`config.mk`:
```
export PLATFORM = sky130hd
export DESIGN_NAME = alu_serial_ctrl_flat
export DESIGN_NICKNAME = d
export VERILOG_FILES = /design/src/rtl/alu_serial_ctrl_if.sv /design/src/rtl/alu_serial_ctrl.sv /design/src/flat_wrapper.sv
export SDC_FILE = /design/constraint.sdc
export NUM_CORES = 1
export LEC_CHECK = 0
export ABC_AREA = 1
export CAP_MARGIN = 20
export CORE_ASPECT_RATIO = 0.9
export CORE_MARGIN = 1.5
export CORE_UTILIZATION = 50
export DETAILED_ROUTE_END_ITERATION = 8
export MAX_ROUTING_LAYER = met4
export PLACE_DENSITY = 0.82
export SYNTH_ARGS = -nofsm -noshare
export SYNTH_HDL_FRONTEND = slang
export SYNTH_SLANG_ARGS = --single-unit
```
`constraint.sdc`:
```
create_clock -name clock -period 2.1 [get_ports clock]
set_clock_uncertainty 0.2 [all_clocks]
set_input_delay 0.42 -clock clock [delete_from_list [all_inputs] [get_ports clock]]
set_output_delay 0.42 -clock clock [all_outputs]
set_load 0.01 [all_outputs]
```
`src/rtl/alu_serial_ctrl_if.sv`:
```
// Request/response bundle between a datapath master and the bit-serial ALU sequencer.
interface alu_serial_ctrl_if #(
    parameter int WIDTH = 8
);
    logic             start;
    logic [2:0]       op;
    logic [WIDTH-1:0] a;
    logic [WIDTH-1:0] b;
    logic             busy;
    logic             done;
    logic             err;
    logic [WIDTH-1:0] result;
    logic             carry_out;
    logic             overflow;
    logic             zero;

    modport master (
        output start, op, a, b,
        input  busy, done, err, result, carry_out, overflow, zero
    );

    modport slave (
        input  start, op, a, b,
        output busy, done, err, result, carry_out, overflow, zero
    );
endinterface

```
`src/rtl/alu_serial_ctrl.sv`:
```
// Bit-serial sequencer driving one external 1-bit alu1 slice, LSB first,
// chaining the slice carry through a register between bits.
module alu_serial_ctrl #(
    parameter int WIDTH = 8
) (
    input  logic                clock,
    input  logic                reset_n,
    alu_serial_ctrl_if.slave    bus,
    output logic                alu_a,
    output logic                alu_b,
    output logic                alu_cin,
    output logic [2:0]          alu_control,
    input  logic                alu_out,
    input  logic                alu_cout
);
    localparam logic [1:0] IDLE = 2'd0;
    localparam logic [1:0] RUN  = 2'd1;
    localparam logic [1:0] DONE = 2'd2;
    localparam int CW = $clog2(WIDTH);

    logic [1:0]       state;
    logic [WIDTH-1:0] a_sh;
    logic [WIDTH-1:0] b_sh;
    logic [WIDTH-1:0] res_sh;
    logic [2:0]       op_r;
    logic [CW-1:0]    cnt;
    logic             cy;
    logic [WIDTH-1:0] result_r;
    logic             carry_r;
    logic             ovf_r;
    logic             zero_r;
    logic             err_r;

    logic             running;
    logic             arith;
    logic             last_bit;
    logic [WIDTH-1:0] res_next;

    assign running  = (state == RUN);
    assign arith    = ~op_r[2];
    assign last_bit = (cnt == CW'(WIDTH - 1));
    assign res_next = {alu_out, res_sh[WIDTH-1:1]};

    // Slice inputs are forced low outside RUN so the alu1 can be shared while idle.
    assign alu_a       = running & a_sh[0];
    assign alu_b       = running & b_sh[0];
    assign alu_cin     = running & cy;
    assign alu_control = running ? op_r : '0;

    assign bus.busy      = running;
    assign bus.done      = (state == DONE);
    assign bus.err       = err_r;
    assign bus.result    = result_r;
    assign bus.carry_out = carry_r;
    assign bus.overflow  = ovf_r;
    assign bus.zero      = zero_r;

    always_ff @(posedge clock or negedge reset_n) begin
        if (!reset_n) begin
            state    <= IDLE;
            a_sh     <= '0;
            b_sh     <= '0;
            res_sh   <= '0;
            op_r     <= '0;
            cnt      <= '0;
            cy       <= 1'b0;
            result_r <= '0;
            carry_r  <= 1'b0;
            ovf_r    <= 1'b0;
            zero_r   <= 1'b0;
            err_r    <= 1'b0;
        end else begin
            case (state)
                IDLE: begin
                    if (bus.start) begin
                        if (bus.op[2:1] != 2'b00) begin
                            a_sh  <= bus.a;
                            b_sh  <= bus.b;
                            op_r  <= bus.op;
                            cnt   <= '0;
                            // SUB seeds carry=1 so the slice forms a + ~b + 1.
                            cy    <= bus.op[0];
                            err_r <= 1'b0;
                            state <= RUN;
                        end else begin
                            err_r    <= 1'b1;
                            result_r <= '0;
                            carry_r  <= 1'b0;
                            ovf_r    <= 1'b0;
                            zero_r   <= 1'b0;
                            state    <= DONE;
                        end
                    end
                end
                RUN: begin
                    res_sh <= res_next;
                    a_sh   <= a_sh >> 1;
                    b_sh   <= b_sh >> 1;
                    cy     <= alu_cout;
                    cnt    <= cnt + CW'(1);
                    if (last_bit) begin
                        // Overflow: carry into the MSB differs from carry out of it.
                        result_r <= res_next;
                        carry_r  <= arith & alu_cout;
                        ovf_r    <= arith & (cy ^ alu_cout);
                        zero_r   <= (res_next == '0);
                        state    <= DONE;
                    end
                end
                DONE:    state <= IDLE;
                default: state <= IDLE;
            endcase
        end
    end
endmodule
```
`src/flat_wrapper.sv`:
```
// flat-port wrapper written by rule: the top's interface ports become plain ports
module alu_serial_ctrl_flat 
#(
    parameter int WIDTH = 8
)
  (clock, reset_n, alu_a, alu_b, alu_cin, alu_control, alu_out, alu_cout, bus_start, bus_op, bus_a, bus_b, bus_busy, bus_done, bus_err, bus_result, bus_carry_out, bus_overflow, bus_zero);
  alu_serial_ctrl_if #(.WIDTH(WIDTH)) bus_i ();
  input  logic clock;
  input  logic reset_n;
  output logic alu_a;
  output logic alu_b;
  output logic alu_cin;
  output logic [2:0] alu_control;
  input  logic alu_out;
  input  logic alu_cout;
  input wire logic [$bits(bus_i.start)-1:0] bus_start;
  input wire logic [$bits(bus_i.op)-1:0] bus_op;
  input wire logic [$bits(bus_i.a)-1:0] bus_a;
  input wire logic [$bits(bus_i.b)-1:0] bus_b;
  output wire logic [$bits(bus_i.busy)-1:0] bus_busy;
  output wire logic [$bits(bus_i.done)-1:0] bus_done;
  output wire logic [$bits(bus_i.err)-1:0] bus_err;
  output wire logic [$bits(bus_i.result)-1:0] bus_result;
  output wire logic [$bits(bus_i.carry_out)-1:0] bus_carry_out;
  output wire logic [$bits(bus_i.overflow)-1:0] bus_overflow;
  output wire logic [$bits(bus_i.zero)-1:0] bus_zero;
  assign bus_i.start = bus_start;
  assign bus_i.op = bus_op;
  assign bus_i.a = bus_a;
  assign bus_i.b = bus_b;
  assign bus_busy = bus_i.busy;
  assign bus_done = bus_i.done;
  assign bus_err = bus_i.err;
  assign bus_result = bus_i.result;
  assign bus_carry_out = bus_i.carry_out;
  assign bus_overflow = bus_i.overflow;
  assign bus_zero = bus_i.zero;
  alu_serial_ctrl #(.WIDTH(WIDTH)) u_core (.clock(clock), .reset_n(reset_n), .bus(bus_i), .alu_a(alu_a), .alu_b(alu_b), .alu_cin(alu_cin), .alu_control(alu_control), .alu_out(alu_out), .alu_cout(alu_cout));
endmodule
```
Word level (Yosys, flattened, before mapping)
Index checks and enable logic that the tools add are counted.

Bits in registers: 45. Input bits: 24. Output and inout port bits: 20. Word-level logic and storage cells: 66.

Add/subtract/negate cells: 1. Eq/ne operators: 7. Multiplexer cells: 30. Bitwise gates (word level): 7. Reductions and logical operators: 9.

Operators with widths (number): 8-bit 2-to-1 mux (7); 8-bit one-hot mux with 2 select lines (3); 3-bit 2-to-1 mux (3); 8-bit zero test (1); 1-bit 2-to-1 mux (8); 1-bit one-hot mux with 2 select lines (4); 2-bit 2-to-1 mux (3); 2-bit != test, second input constant (3); 3-bit one-hot mux with 2 select lines (1); 3-bit AND reduction (2); 1-bit bitwise AND (5); 2-bit one-hot mux with 2 select lines (1); 2-bit AND reduction (2); 4-bit AND reduction (1); 2-bit nonzero test (2); 3-bit by 1-bit adder with 3-bit output, second input constant (1); 3-bit == test, second input constant (1); 2-bit by 1-bit == test with 1-bit output, second input constant (1); 2-bit == test, second input constant (1); 2-bit zero test (1); 2-bit by 1-bit != test with 1-bit output, second input constant (1); 1-bit NOT (1); 1-bit XOR (1).

Logic depth before layout (Yosys ltp)
Depth after elaboration: 4. Depth in mapped cells: 8. Mapped depth without buffers: 7.

Worst setup path after synthesis
OpenSTA, ideal clock, no wires.

Path kind: register to output. Start: register u_core.state[1]. End: output port alu_a. Data arrival time: 0.970 ns. Data required time: 1.480 ns. Path slack: 0.510 ns. Cell stages (with the launch flop): 5. Path buffers: 1. Cells stage by stage: dfrtp_1 > inv_2 > nand2_4 > buf_2 > nor2_1.

Longest elaborated chain between the ends: 2.

RTL lines: start, declared (line alu_serial_ctrl.sv:21) `logic [1:0] state;`; start signal, assigned (line alu_serial_ctrl.sv:60) `state <= IDLE;`; start signal, assigned (line alu_serial_ctrl.sv:84) `state <= RUN;`; start signal, assigned (line alu_serial_ctrl.sv:91) `state <= DONE;`; 2-bit by 1-bit == test with 1-bit output (line alu_serial_ctrl.sv:39) `assign running = (state == RUN);`; 1-bit bitwise AND (line alu_serial_ctrl.sv:45) `assign alu_a = running & a_sh[0];`; end, declared (line flat_wrapper.sv:10) `output logic alu_a;`.

No other way between the ends.

Worst setup path in the final report
Same ends and word-level chain as after synthesis.

==> results.md <==
- Port bufs: 43
- Synth Cell Area: 2070 um2
- Met2 Use GR: 31.7%
- Die ar.: about 4500 um2
- Most frequent cells in the layout: nand2_1 (63), dfrtp_1 (43), clkdlybuf4s50_1 (34), inv_1 (33), o21ai_0 (26)
- Routed WL per cell: between 10 and 15 um
- CTS hold repair buffers: 0
- Fin crit share: 91.1%
- Iteration-0 DRC Markers: 94
- Initial Utilization: 51.6%
- Clk pin slew, worst setup/hold paths: about 80 ps
- Power per standard cell area: 1370 nW/um2
- CP required: 1480 ps
- Synth Warn #: 0
- Setup TNS: 0 ps
- Worst Hold Slack: -13.7 ps
- Crit path arrival time: 1290 ps
- Final Util: 64.9%
- Reg2reg path depth: 7
- H-Tree Level Count: 2
- Sequential element share of the synthesized area: 53.1%
- Lkg Pwr: 0.00128 uW
- Post-DP HPWL: between 2000 and 3000 um
- Core ar.: roughly 4000 um2
- First-pass GRT wire length: 6950 um
- CP Capture Type: output pin
- Final hold vios: 36
- Largest net degree at the start of global routing: 45
- Share of cells above drive strength 1: between 10% and 20%
- DR vias/cell: 4.86
- RR Endpoint: u_core.bus.result[7]$_DFFE_PN0P_
- Reg2reg start: u_core.cnt[0]$_DFFE_PN0P_
- Commonest non-fill, non-tap cell in the layout: nand2_1
- Final Instance Area: 2610 um2
- Die Span Y: 64.1 um
- Syn-to-layout area delta: 25.8%
- CP startpoint: u_core.state[1]$_DFFE_PN0P_
- Library cells used by synthesis: 19
- Crit-path cells: inv_2 -> nand2_8 -> nor2_1 -> dlygate4sd2_1
- Syn_nets: 265
- Failing checks: hold timing
- Status: complete, but fails checks
- Area fraction of the dominant cell type after synthesis: between 50% and 60%
- Remaining Overflow, GRT: 0
- Maximum clock rate: 523 MHz
- First-pass iteration count of the detailed router: 4
- Count of final setup violators: 0
- Worst path top cell family by delay: flip-flops
- Overall Global Routing Usage: 20.1%
- Critical Path Stages: 4
- Period minus WS final: 1910 ps
- Met1 Use GR: 25.9%
- Avg Inst Size Synth: about 8.7 um2
- Rel. slew slack: 64.6%
- Final Max Tran Viols: 0
- Die width: 70.9 um
- Max-Cap Viols: 0
- GR peak layer: met2
- Met3 Track Usage GR: 4.26%
- Register-to-Register Setup Slack: between 300 and 400 ps
- Routability cong.: 0.790
- Unrepaired setup endpoints after global routing: no
- TritonCTS Sinks: 44
- Top post-synthesis cells by area: dfrtp_1 (53%), nand2_1 (11%), o21ai_0 (6.3%)
- Post-Syn Instances: 239
- Fin nets: a little over 300
- DP Area: 2500 um2
- Remaining routing DRC violations: 0
- Antenna violation net count after detailed routing: 0
- Initial antenna violation count: 0
- Clock Latency Late Sink: around 290 ps
- Least-Margin Pin Slew: 531 ps
- Slowest cell on crit path: dfrtp_1
- Via count: 1624
- CP max FO: 13
- Cell taking the most area after synthesis: dfrtp_1
- CP max stage delay: 400 ps
- CTS root buf: clkbuf_8
- WL final: 3850 um
- Inserted Diodes: 0
- CTS Buf Count: 5
- Number of core rows: 22
- Vias in the first global route: 1570
- CTS tree: built
- VDD IR max: 0.000681 V
- CTS Buffer Depth: 2
- CP bufs+invs: 2
- CP startpoint kind: flop
- Pwr Total: approximately 3600 uW
- Post-synthesis sequential element count: 44
- I/O pin count: 44
- Crit path kind: reg2out
- Hold Path Class: in2async
## flip-flops by register name (all words and copies together) (netlist names)
register and count:
u_core.cnt 3, u_core.bus.overflow 1, u_core.op_r 3, u_core.bus.carry_out 1, u_core.state 2, u_core.res_sh 7, u_core.a_sh 8, u_core.bus.result 8
u_core.cy 1, u_core.b_sh 8, u_core.bus.zero 1, u_core.bus.err 1
## worst reg2reg max path, cell delays in order (launching register included)
cell and delay (ps):
dfrtp_1 400, ha_1 210, ha_1 180, inv_1 50, nand3_1 130, nand3_4 300
nand2_1 120, o21ai_2 70
## cells by family after synthesis
logic type               Yosys count  share of synthesized area, %
AND/OR/NAND/NOR                   93                          19.9
AO/OA/AOI/OAI                     55                          15.4
buffers and inverters             45                          10.4
flip-flops                        44                          53.1
adder cells (fa/ha/maj)            2                          1.21
## timing repair
| item | CTS | global route |
|---|---|---|
| setup endpoints to repair | 7 | 0 |
| resized for setup | 10 | 0 |
| buffers inserted | 3 | 0 |
## routing by layer
layer	vias up	wire, um
met4	0	78
met2	37	1810
met5	-	0
met3	9	144
li1	842	-
met1	736	1810
## how the worst max path moves through the flow
stage	end	slack (ps)
after global placement	alu_cin	160
final	alu_a	190
after detailed placement	u_core.cy$_DFFE_PN0P_	90
after global routing	alu_control[1]	100
after floorplan	alu_a	510
after CTS	alu_a	180
## report_power, final
group / total (uW) / internal (uW) / switching [uW]
clock: 513 / 232 / 281
combinational: 1680 / 668 / 1010
sequential: 1380 / 1210 / 171
## area by class of cell
cell class | instances | area [um2]
fill | 361 | 1410
multi-input combinational | 150 | 766
sequential | 44 | 1100
clock buffer | 5 | 68.8
clock inverter | 3 | 18.8
timing repair buffer | 49 | 460
inverter | 35 | 131
tap | 48 | 60.1
## synth_stat cells, drive strengths merged
cell type	n
nand4	1
ha	2
o211ai	1
dfrtp	44
nand2	68
inv	35
nor2	13
buf	10
o21ai	54
nand3	11
## metrics by stage
stage,instances,setup WS (ps)
2_1_floorplan,239,510
3_3_place_gp,323,160
3_5_place_dp,323,94.7
4_1_cts,334,181
5_1_grt,334,95.7
6_report,334,187
(Power assumes the default switching activity.)
